$ cat config.mk
export PLATFORM = sky130hd
export DESIGN_NAME = keypad_scan_ctrl
export DESIGN_NICKNAME = d
export VERILOG_FILES = /design/src/rtl/keypad_scan_ctrl.sv
export SDC_FILE = /design/constraint.sdc
export NUM_CORES = 1
export LEC_CHECK = 0
export CELL_PAD_IN_SITES_DETAIL_PLACEMENT = 1
export CELL_PAD_IN_SITES_GLOBAL_PLACEMENT = 1
export CORE_ASPECT_RATIO = 1.75
export CORE_MARGIN = 1.5
export CORE_UTILIZATION = 35
export DETAILED_ROUTE_END_ITERATION = 10
export MAX_ROUTING_LAYER = met4
export PLACE_DENSITY = 0.63
export SLEW_MARGIN = 20
export SYNTH_ARGS = -nofsm -noshare
export SYNTH_HDL_FRONTEND = slang
export SYNTH_SLANG_ARGS = --single-unit
$ cat constraint.sdc
create_clock -name clk -period 3.6 [get_ports clk]
set_input_delay 0.72 -clock clk [delete_from_list [all_inputs] [get_ports clk]]
set_output_delay 0.72 -clock clk [all_outputs]
set_load 0.03 [all_outputs]
$ cat src/rtl/keypad_scan_ctrl.sv
// 4x4 keypad row-scan controller: drives the row decoder select, samples the
// column lines once per row dwell, debounces whole-sweep results and reports
// each newly qualified key once over a valid/ready handshake.
module keypad_scan_ctrl #(
  parameter int unsigned SCAN_DIV = 4,
  parameter int unsigned DEBOUNCE = 3
) (
  input  logic       clk,
  input  logic       rst_n,
  input  logic       en,
  input  logic [3:0] col,
  output logic [1:0] row_sel,
  output logic [3:0] key_code,
  output logic       key_valid,
  input  logic       key_ready,
  output logic       overrun
);

  localparam int unsigned CntW  = $clog2(SCAN_DIV);
  localparam int unsigned StabW = $clog2(DEBOUNCE + 1);
  localparam logic [CntW-1:0]  CntLast = CntW'(SCAN_DIV - 1);
  localparam logic [StabW-1:0] StabMax = StabW'(DEBOUNCE);

  localparam logic [0:0] StIdle = 1'b0;
  localparam logic [0:0] StScan = 1'b1;

  logic [0:0]       state_q, state_d;
  logic [CntW-1:0]  cnt_q, cnt_d;
  logic [1:0]       row_q, row_d;
  logic             cand_vld_q, cand_vld_d;
  logic [3:0]       cand_q, cand_d;
  logic             prev_vld_q, prev_vld_d;
  logic [3:0]       prev_q, prev_d;
  logic [StabW-1:0] stable_q, stable_d;
  logic             held_q, held_d;
  logic [3:0]       held_code_q, held_code_d;
  logic [3:0]       key_code_q, key_code_d;
  logic             key_valid_q, key_valid_d;
  logic             overrun_q, overrun_d;

  logic [1:0] col_idx;
  logic       sweep_vld;
  logic [3:0] sweep_code;
  logic       same;
  logic       qual;
  logic       accept;

  // Lowest set column bit of the current sample.
  always_comb begin
    col_idx = 2'd3;
    if (col[0])      col_idx = 2'd0;
    else if (col[1]) col_idx = 2'd1;
    else if (col[2]) col_idx = 2'd2;
  end

  // Dwell counting, sweep candidate tracking, debounce and handshake.
  always_comb begin
    state_d     = state_q;
    cnt_d       = cnt_q;
    row_d       = row_q;
    cand_vld_d  = cand_vld_q;
    cand_d      = cand_q;
    prev_vld_d  = prev_vld_q;
    prev_d      = prev_q;
    stable_d    = stable_q;
    held_d      = held_q;
    held_code_d = held_code_q;
    key_code_d  = key_code_q;
    key_valid_d = key_valid_q;
    overrun_d   = 1'b0;
    sweep_vld   = cand_vld_q;
    sweep_code  = cand_q;
    same        = 1'b0;
    qual        = 1'b0;
    accept      = 1'b0;

    if (!en) begin
      state_d     = StIdle;
      cnt_d       = '0;
      row_d       = 2'd0;
      cand_vld_d  = 1'b0;
      cand_d      = 4'd0;
      prev_vld_d  = 1'b0;
      prev_d      = 4'd0;
      stable_d    = '0;
      held_d      = 1'b0;
      held_code_d = 4'd0;
    end else if (state_q == StIdle) begin
      // Scan restarts at row 0; this edge is the first cycle of its dwell.
      state_d = StScan;
      cnt_d   = CntW'(1);
      row_d   = 2'd0;
    end else if (cnt_q != CntLast) begin
      cnt_d = cnt_q + 1'b1;
    end else begin
      cnt_d = '0;
      row_d = row_q + 2'd1;
      // First hit in row order wins; later rows in the same sweep are ignored.
      if (!cand_vld_q && (|col)) begin
        sweep_vld  = 1'b1;
        sweep_code = {row_q, col_idx};
      end
      if (row_q != 2'd3) begin
        cand_vld_d = sweep_vld;
        cand_d     = sweep_code;
      end else begin
        same     = (sweep_vld == prev_vld_q) && (!sweep_vld || (sweep_code == prev_q));
        stable_d = same ? ((stable_q == StabMax) ? StabMax : stable_q + 1'b1) : StabW'(1);
        // Qualification is the sweep on which the count first reaches the limit.
        qual       = (stable_d == StabMax) && (!same || (stable_q != StabMax));
        prev_vld_d = sweep_vld;
        prev_d     = sweep_vld ? sweep_code : 4'd0;
        cand_vld_d = 1'b0;
        cand_d     = 4'd0;
        if ((stable_d == StabMax) && !sweep_vld) begin
          held_d = 1'b0;
        end
        // A held key only blocks a re-report of the same key.
        if (qual && sweep_vld && (!held_q || (sweep_code != held_code_q))) begin
          accept      = 1'b1;
          held_d      = 1'b1;
          held_code_d = sweep_code;
        end
      end
    end

    if (key_valid_q && key_ready) begin
      key_valid_d = 1'b0;
    end
    // A key arriving on a transfer edge replaces the one being taken.
    if (accept) begin
      if (!key_valid_q || key_ready) begin
        key_valid_d = 1'b1;
        key_code_d  = sweep_code;
      end else begin
        overrun_d = 1'b1;
      end
    end
  end

  // State registers, cleared asynchronously.
  always_ff @(posedge clk or negedge rst_n) begin
    if (!rst_n) begin
      state_q     <= StIdle;
      cnt_q       <= '0;
      row_q       <= 2'd0;
      cand_vld_q  <= 1'b0;
      cand_q      <= 4'd0;
      prev_vld_q  <= 1'b0;
      prev_q      <= 4'd0;
      stable_q    <= '0;
      held_q      <= 1'b0;
      held_code_q <= 4'd0;
      key_code_q  <= 4'd0;
      key_valid_q <= 1'b0;
      overrun_q   <= 1'b0;
    end else begin
      state_q     <= state_d;
      cnt_q       <= cnt_d;
      row_q       <= row_d;
      cand_vld_q  <= cand_vld_d;
      cand_q      <= cand_d;
      prev_vld_q  <= prev_vld_d;
      prev_q      <= prev_d;
      stable_q    <= stable_d;
      held_q      <= held_d;
      held_code_q <= held_code_d;
      key_code_q  <= key_code_d;
      key_valid_q <= key_valid_d;
      overrun_q   <= overrun_d;
    end
  end

  assign row_sel   = row_q;
  assign key_code  = key_code_q;
  assign key_valid = key_valid_q;
  assign overrun   = overrun_q;

endmodule

# Word level (Yosys, flattened, before mapping)
# Index checks and enable logic that the tools add are counted.
# word_totals
reg_bits,28
in_bits,8
out_inout_bits,8
elab_cells,117
# classes
add_sub_neg,3
eq_ne,14
muxes,65
reduce_logical,22
# ops
cell,n
2-to-1 mux 4 bit,21
2-to-1 mux 1 bit,30
2-to-1 mux 2 bit,14
"!= test 2 bit, second input constant",5
AND reduction 4 bit,2
logical AND 1 bit,7
"adder 2 x 1 -> 2 bit, second input constant",3
zero test 1 bit,5
"== test 2 bit, second input constant",2
== test 4 bit,1
logical OR 1 bit,4
"!= test 2 x 1 -> 1 bit, second input constant",2
!= test 4 bit,1
AND reduction 2 bit,2
OR reduction 4 bit,1
"!= test 3 x 1 -> 1 bit, second input constant",1
"!= test 3 bit, second input constant",1
AND reduction 3 bit,1
== test 1 bit,1

# Longest topological paths before layout
# logic_depth
depth_word,21
mapped_depth,9
depth_no_buf,7

# Worst setup path after synthesis
# No wires, ideal clock.
# synth_path
kind,input to register
startpoint,in col[1]
endpoint,reg key_code_q[0] (netlist: key_code[0])
setup_ns,0.128
t_arrival_ns,2.629
t_required_ns,3.472
setup_slack_ns,0.843
path_stages,6
path_buffers,0
path_cell_list,or4_4 -> a21oi_2 -> nor3_1 -> or4b_4 -> nor3_2 -> mux2_1
# synth_between
elab_chain_len,20
elab_cells_between_ends,35
cone_classes,4 x eq/ne; 19 x mux; 12 x reduce/logical
# synth_lines
item,line,rtl
start: declaration,11,"input logic [3:0] col,"
2-to-1 mux 2 bit or OR reduction 4 bit (tied branches),"52, 99",
2-to-1 mux 2 bit or logical AND 1 bit (tied branches),"51, 99",
2-to-1 mux 4 bit or 2-to-1 mux 1 bit (tied branches),99,if (!cand_vld_q && (|col)) begin
2-to-1 mux 4 bit or 2-to-1 mux 1 bit (tied branches),93,end else if (cnt_q != CntLast) begin
2-to-1 mux 4 bit or 2-to-1 mux 1 bit (tied branches),88,end else if (state_q == StIdle) begin
2-to-1 mux 4 bit or 2-to-1 mux 1 bit (tied branches),77,if (!en) begin
== test 4 bit or zero test 1 bit (tied branches),107,same = (sweep_vld == prev_vld_q) && (!sweep_vld || (sweep_code == prev_q));
logical OR 1 bit,107,
(+3 left out),n/a,
logical AND 1 bit,110,qual = (stable_d == StabMax) && (!same || (stable_q != StabMax));
logical AND 1 bit (2 in a row),119,if (qual && sweep_vld && (!held_q || (sweep_code != held_code_q))) begin
2-to-1 mux 1 bit,119,
2-to-1 mux 1 bit,103,if (row_q != 2'd3) begin
2-to-1 mux 1 bit,93,
2-to-1 mux 1 bit,88,
2-to-1 mux 1 bit,77,
AND reduction 2 bit (no source line),n/a,
end signal: assignment,168,key_code_q <= key_code_d;
end: declaration,37,"logic [3:0] key_code_q, key_code_d;"
# Parallel ways exist; a longest one is shown, timed or not. The select of a mux whose other input is x is not followed.
# A chain may end at the register's enable or synchronous reset.

# Worst setup path in the final report
# layout_path
startpoint,in col[1]
endpoint,reg key_code_q[3] (netlist: key_code[3])
# Same word-level chain as after synthesis.

==> flow_summary.yaml <==
outcome:
  status: "finished, final reports clean"
die:
  die_w_um: 54.08
  io-pin-count: 16
  die_y_um: 92.38
  rows: 32
  start_util_pct: 36.28
  core_um2: 4404
  design.die.area_um2: 4995
route:
  vias: 1352
  first_iter_violations: 25
  drc_errors: 0
  wl_per_cell_um: 19.33
  viasPerCell: 5.803
  ant_nets: 0
  wl_um: 4503
  dr.pass1.iters: 4
grt:
  grt_pass1_vias: 1442
  grt_max_degree: 29
  grtUsageTotal_pct: 20.80
  grt_overflow_total: 0
  grt_use_met2_pct: 35.37
  grt_pass1_wl_um: 7251
  grt_antenna_before_repair: 0
  globalRouteMet1Util_pct: 24.79
  met3_usage_pct: 1.774
  gr-max-usage-layer: "met2"
worst_hold_path:
  hp-class: "reg2reg"
timing:
  setup_viol: 0
  worst_slew_pin_slew_ps: 564.5
  period_share_pct: 89.48
  fin_skew_ps: 2.679
  rsz0062_at_grt: "false"
  layout_min_cycle_time_ps: 3221
  relSlewSlack_pct: 61.39
  report.final.slew_viol_count: 0
  fin_setup_tns_ps: 0
  hold_violations: 0
  fmax_mhz: 310.4
cells_and_area:
  fillers: 501
  antenna_cells: 0
  layout.nets: 193
  seqCellArea_um2: 700.7
  multiInputGateArea_um2: 860.8
  drive_gt1_share_pct: 14.84
  syn2layout_area_growth_pct: 20.44
clocking:
  cts_buffers: 3
  clockBufferDepth: 2
  hold_buffers: 0
  clkSinkCount: 28
  insertion_delay_ps: 280
  cts.htree.levels: 1
  cts_root_buffer: "clkbuf_8"
  path_clk_slew_ps: 90
  cts_setup_buffers: 0
  cts_resized: 0
  cts_tree: "yes"
yosys:
  syn-cell-area_um2: 1598
  synthAdderAreaFrac_pct: 1.566
  yosys-top-cells-area: "dfrtp_1 44%, nand2_1 4.5%, mux2i_1 3.8%, nor2_1 3.8%, mux2_1 2.8%"
  synthMuxAreaShare_pct: 8.692
  netlist_instances: 157
  synth_seq_cells: 28
  synth-edff-count: 0
  synth_common_cells: "28 x dfrtp_1, 19 x nand2_1, 16 x nor2_1"
  avgSynthCellArea_um2: 10.18
  yosys_warnings: 0
  ys_seq_area_share_pct: 43.85
  synth_area_leader_cell: "dfrtp_1"
  synth_cell_types: 52
  synth_top_family_by_area: "compound AO/OA/AOI/OAI gates"
  synth_nets: 167
  synth_compound_area_share_pct: 20.36
  synthArstFlopShare_pct: 100.0
  yosys.area_share.simple_pct: 19.97
  synth_most_common_cell: "dfrtp_1"
  synth_top_flop_cell: "dfrtp_1"
  synth_xor_xnor_area_share_pct: 3.289
  netlist.area_leader.share_pct: 43.85
placed_design:
  place_congestion: 0.8095
  portBuffers: 15
  dp_hpwl_um: 3548
power:
  fin_total_pwr_mw: 0.5742
  ir_drop_v: 0.0001934
  p_per_area_nw_per_um2: 298.4
  leakagePower_nw: 0.8528
setup_path:
  cp_cell_sequence: "clkdlybuf4s50_1 > or4_4 > a21oi_2 > nor3_1 > or4b_4 > nor3_2 > mux2_1"
  cp_max_fo: 7
  cp.arrival_ps: 3390
  required_ps: 3760
  critPathMaxStageDelay_ps: 630
  cp-start-kind: "primary input"
  criticalPathCategory: "in2reg"
  cp_slowest_cell: "or4_4"
  cp-end-kind: "flip-flop"
run:
  cap_viol_max_count: 0
[cell families after synthesis]
kind of cell,Yosys count
mux,13
simple gates,58
xor+xnor,6
compound gates,41
buf+inv,9
fa+ha+maj,2
flops,28
[critical path, delay by kind of cell]
family	cells	cell delay, ps
AND/OR/NAND/NOR	4	1550
multiplexers	1	360
AO/OA/AOI/OAI	1	190
buffers and inverters	1	560
[cells in the final DEF (no fill, tap or decap), drive strengths merged, types with 3 or more instances in the layout]
cell type	n
a21oi	4
a22o	3
and3	5
buf	10
clkbuf	4
clkdlybuf4s50	15
dfrtp	28
inv	5
mux2	7
mux2i	6
nand2	19
nor2	16
nor3	4
o21ai	8
xnor2	3
xor2	3
[power breakdown]
part / total, mW / internal (mW) / leakage, nW / switching [mW]
Combinational: 0.0583 / 0.0233 / 0.437 / 0.0350
Clock: 0.196 / 0.0981 / 0.0288 / 0.0981
Sequential: 0.320 / 0.317 / 0.387 / 0.00308
Total: 0.574 / 0.438 / 0.853 / 0.136
[per-layer routing]
| layer | vias up | routed length (µm) |
|---|---|---|
| li1 | 635 | - |
| met1 | 682 | 1786 |
| met2 | 26 | 2518 |
| met3 | 9 | 94 |
| met4 | 0 | 104 |
| met5 | - | 0 |
[stage by stage]
step	setup slack (ps)	instances	instance area [µm²]	hold WS, ps	utilization (%)
after floorplan	843.0	157	1598	424.4	-
after global placement	163.8	229	1869	477.3	42.44
after detailed placement	80.09	229	1869	484.3	42.44
after CTS	367.3	233	1924	507.6	43.69
after global routing	239.0	233	1924	526.0	43.69
final	378.7	233	1924	498.6	43.69
[layout make-up]
class	count	share of cell area, %
inverters	5	0.9753
multi-input cells	120	44.73
well taps	51	3.316
clock buffers	4	2.861
flip-flops and latches	28	36.41
repair buffers	25	11.70
[path summary, 6_finish.rpt]
check | slack [ps] | depth (start not counted) | end | from
min | 500 | 1 | key_code[1]$_DFFE_PN0P_ | key_code[1]$_DFFE_PN0P_
max | 380 | 7 | key_code[3]$_DFFE_PN0P_ | col[1]
max reg2reg | 780 | 6 | key_code[3]$_DFFE_PN0P_ | cand_vld_q$_DFFE_PN0P_
min reg2reg | 500 | 1 | key_code[1]$_DFFE_PN0P_ | key_code[1]$_DFFE_PN0P_
min in group asynchronous | 810 | 2 | prev_q[3]$_DFFE_PN0P_ | rst_n
max in group asynchronous | 2520 | 2 | key_code[2]$_DFFE_PN0P_ | rst_n
[flip-flops by register name (all words and copies together) (netlist names), 2 cells and up]
name and count:
stable_q 2, held_code_q 4, cand_q 4, key_code 4
prev_q 4, row_sel 2, cnt_q 2
(Power assumes the default switching activity.)
==> patch 1: new RTL, same settings <==
The parameter `SCAN_DIV` goes from 4 to 2.
--- a/src/rtl/keypad_scan_ctrl.sv
+++ b/src/rtl/keypad_scan_ctrl.sv
@@ -4,3 +4,3 @@
 module keypad_scan_ctrl #(
-  parameter int unsigned SCAN_DIV = 4,
+  parameter int unsigned SCAN_DIV = 2,
   parameter int unsigned DEBOUNCE = 3
Function: changed (a bounded check fails within 4 cycles, from zero or initial values and one cycle with rst_n low).
==> patch 1 against the unedited design <==
Clock power is 9.7% lower. Sequential power is 2% lower. Via count is 5.0% higher. Sequential cell count is 1 lower. Global-route usage increased by 1.9 points. Wire length grew 5.2%. Power decreased by 0.64%. Cell area down 1.0%. Synthesized area is 0.47% higher. Worst setup slack lost 49 ps.
==> patch 1: results (changes against the unedited design) <==
hold path startpoint - key_code[0] (was key_code[1])
Iter 0 DRT Violations - 21 (was 25)
status - completed (unchanged)
post-synthesis sequential area ratio - 42.1% (was 43.9%)
Peak supply drop - 189 uV (was 193 uV)
dpl ws - 34.4 ps (was 80.1 ps)
worst hold path depth - 1 (unchanged)
vias in the first global route - 1636 (was 1442)
largest net degree at the start of global routing - 28 (was 29)
GRT Overall Usage - 22.7% (was 20.8%)
final wirelength - 4740 microns (was 4500 microns)
vias - 1420 (was 1352)
dpl hpwl - 3790 microns (was 3550 microns)
R2R Setup Slk - 910 ps (was 780 ps)
share of cells above drive strength 1 - 14.2% (was 14.8%)
RePlAce Congestion - 0.949 (was 0.810)
Synth Net Count - 176 (was 167)
cell depth of the worst flop-to-flop path - 7 (was 6)
Area after DPL - 1860 sq um (was 1870 sq um)
worst r2r dst - key_code[0] (was key_code[3])
Commonest cells post-synth - dfrtp_1, nor2_1, nand2_1, a21oi_1, o21ai_0 (was dfrtp_1, nand2_1, nor2_1, o21ai_0, mux2i_1)
Worst Hold Slack - 527 ps (was 499 ps)
Worst slew margin - 42.0% (was 61.4%)
global-route wire length before repair - 8000 microns (was 7250 microns)
Crit path arrival time - 3440 ps (was 3390 ps)
Endpoint, Worst Hold - key_code[0] (was key_code[1])
leakage power - 0.854 nW (was 0.853 nW)
## patch 1: cell count changes in the layout (fill, tap and decap cells not counted), moves of 2 or more
cell | before | now
a32oi_1 | 2 | 0
mux2_1 | 4 | 0
xor2_1 | 3 | 1
inv_1 | 5 | 2
and2_1 | 0 | 3
nand3_1 | 1 | 6
a21oi_1 | 3 | 9
nor2_1 | 16 | 21
mux2i_1 | 6 | 4
and3_1 | 5 | 2
o32ai_1 | 2 | 0
mux2_4 | 0 | 4
a211oi_1 | 0 | 3
## patch 1: area by class of cell
class	count	area [sq um]
clock buffer	4	45.0
fill	525	2500
inverter	2	7.51
multi-input combinational	133	895
sequential	27	676
tap	51	63.8
timing repair buffer	24	218
## patch 1: critical path: stages
cell	delay, ps
clkdlybuf4s50_1	490
or4_4	580
and3_4	210
or3_4	350
a2111oi_4	540
nand4b_4	220
mux2_4	340
## patch 1: power breakdown
part | internal, W | total (W) | switching [W]
registers | 0.000307 | 0.000315 | 0.00000799
logic | 0.0000317 | 0.0000789 | 0.0000472
clock network | 0.0000795 | 0.000177 | 0.0000972
total | 0.000418 | 0.000570 | 0.000152
## patch 1: worst max path at each step
stage / from / endpoint / slack [ps] / cells after the start
after floorplan: col[3] / key_code[0] / 660 / 6
after CTS: col[2] / key_code[0] / 320 / 7
after global placement: col[2] / key_code[0] / 90 / 7
after detailed placement: col[2] / key_code[3] / 30 / 7
final: col[2] / key_code[0] / 330 / 7
after global routing: col[2] / held_code_q[0] / 210 / 7
## patch 1: routing by layer
metal  GRT usage (%)  wire length (microns)  vias up  part of all wire [%]
li1                -                      -      654                     -
met1            25.4                   1820      716                    38
met2            38.3                   2560       33                    54
met3            1.61                    104       17                   2.2
met4            12.5                    254        0                   5.4
met5               -                      0        -                     0
## patch 1: cell families after synthesis
group	after synthesis	share of synthesized area (%)
buffers and inverters	7	2.18
AOI/OAI and AO/OA	43	20.1
DFF	27	42.1
muxes	11	8.34
and+or+nand+nor	73	23.8
adders and majority gates	1	0.779
xor gates and xnor gates	5	2.73
## patch 1: through the flow
| step | power [W] | instances | utilization, % |
|---|---|---|---|
| floorplan | 0.000361 | 167 | - |
| global placement | 0.000397 | 237 | 42.2 |
| detailed placement | 0.000400 | 237 | 42.2 |
| CTS | 0.000576 | 241 | 43.2 |
| global route | 0.000602 | 241 | 43.2 |
| finish | 0.000570 | 241 | 43.2 |
==> patch 2: new RTL, same settings <==
Made on the original files. `key_code_q` no longer has a reset.
--- a/src/rtl/keypad_scan_ctrl.sv
+++ b/src/rtl/keypad_scan_ctrl.sv
@@ -153,3 +153,2 @@
       held_code_q <= 4'd0;
-      key_code_q  <= 4'd0;
       key_valid_q <= 1'b0;
@@ -167,3 +166,2 @@
       held_code_q <= held_code_d;
-      key_code_q  <= key_code_d;
       key_valid_q <= key_valid_d;
@@ -171,2 +169,6 @@
     end
+  end
+
+  always_ff @(posedge clk) begin
+    key_code_q <= key_code_d;
   end
Check against the original RTL: no difference found for any inputs over 10 cycles, from zero or initial values and one cycle with rst_n low; that may be too few to reach the edited logic, so the function may still have changed.
==> patch 2 against the unedited design <==
Non-clock buffer count decreased by 6. Worst hold slack got worse by 84 ps. Largest cell class unchanged. Highest routed layer unchanged. Cell area is 0.91% higher. Critical path depth is the same. Worst setup slack got worse by 110 ps. Sequential cell count unchanged. Wire length increased by 2.5%. Synthesized area grew 3.7%. Clock power rose by 27%. Power is 10% higher. Utilization down 1.7 points. Critical endpoint is now key_code[3]. Clock skew is 1.5 ps higher.
==> patch 2: results (changes against the unedited design) <==
global-route wire length before repair - 7620 microns (was 7250 microns)
library cells used by synthesis - 56 (was 52)
Commonest cells post-synth - dfrtp_1, nand2_1, nor2_1, o21ai_0, a21oi_1 (was dfrtp_1, nand2_1, nor2_1, o21ai_0, mux2i_1)
Synth Net Count - 179 (was 167)
RePlAce Congestion - 1.00 (was 0.810)
Peak supply drop - 254 uV (was 193 uV)
top cells by area, synth - dfrtp_1, edfxtp_1, nand2_1, o21ai_0, nor2_1 (was dfrtp_1, nand2_1, mux2i_1, nor2_1, mux2_1)
Clock Power Share - 39.3% (was 34.2%)
Final #Nets - 199 (was 193)
asr flop ratio synth - 85.7% (was 100%)
Vias/cell - 5.89 (was 5.80)
vias in the first global route - 1527 (was 1442)
share of cells above drive strength 1 - 14.4% (was 14.8%)
switching share of power - 22.2% (was 23.7%)
status - completed (unchanged)
Clock Skew - 4.17 ps (was 2.68 ps)
largest net degree at the start of global routing - 25 (was 29)
Sw Pwr - 0.000140 W (was 0.000136 W)
Crit Path Max Fanout - 8 (was 7)
count of input and output buffers - 15 (unchanged)
Seq pwr share - 51.5% (was 55.7%)
dpl ws - 17.2 ps (was 80.1 ps)
WL/cell - 19.2 microns (was 19.3 microns)
slowest stage delay, CP - 690 ps (was 630 ps)
top_reg_cell synth - dfrtp_1 (unchanged)
EDFF count, synth - 4 (was 0)
Worst slew margin - 52.9% (was 61.4%)
critical path's slowest cell - or4_1 (was or4_4)
GRT Overall Usage - 21.1% (was 20.8%)
leakage power - 0.780 nW (was 0.853 nW)
dpl hpwl - 3640 microns (was 3550 microns)
Post-CTS Setup Inserts - 0 (unchanged)
Crit path arrival time - 3280 ps (was 3390 ps)
HP Class - input port to async pin (was flop to flop)
post-synthesis sequential area ratio - 43.5% (was 43.9%)
Iter 0 DRT Violations - 21 (was 25)
## patch 2: per-layer routing
layer  GRT usage, %  vias to the layer above  share of wire [%]
met5              -                        -                  0
met2           36.0                       21                 56
li1               -                      665                  -
met1           24.8                      720                 40
met3           2.39                        8                2.4
met4           7.11                        0                1.9
## patch 2: cell families after synthesis
group | Yosys count | share of synthesized area, %
buf+inv | 10 | 2.95
mux | 2 | 1.28
flops | 28 | 43.5
simple gates | 73 | 25.2
xor+xnor | 4 | 2.12
compound gates | 50 | 23.4
fa+ha+maj | 2 | 1.51
## patch 2: layout make-up
class | count | area (sq um)
clock buffers | 3 | 41.3
clock inverters | 1 | 30.0
fillers | 550 | 2680
inverters | 6 | 22.5
multi-input cells | 131 | 887
flip-flops and latches | 28 | 721
well taps | 52 | 65.1
repair buffers | 19 | 175
## patch 2: path summary, 6_finish.rpt
check	from	to	slack (ps)	cells past startpoint
max	col[1]	key_code[3]	270	7
min	rst_n	stable_q[0]	410	1
max reg2reg	cand_vld_q	held_code_q[1]	920	6
min reg2reg	cnt_q[0]	cnt_q[0]	530	2
max in group asynchronous	rst_n	prev_q[1]	2820	1
min in group clk	cnt_q[0]	cnt_q[0]	530	2
## patch 2: worst reg2reg max path, delay by kind of cell, from the launching register on
family / cells / cell delay (ps)
compound gates: 6 / 1790
flops: 1 / 770
## patch 2: stage by stage
step	area, sq um	cells	hold WS, ps
2_1_floorplan	1660	169	424
3_3_place_gp	1880	236	483
3_5_place_dp	1880	236	516
4_1_cts	1950	240	530
5_1_grt	1940	240	456
6_report	1940	240	415
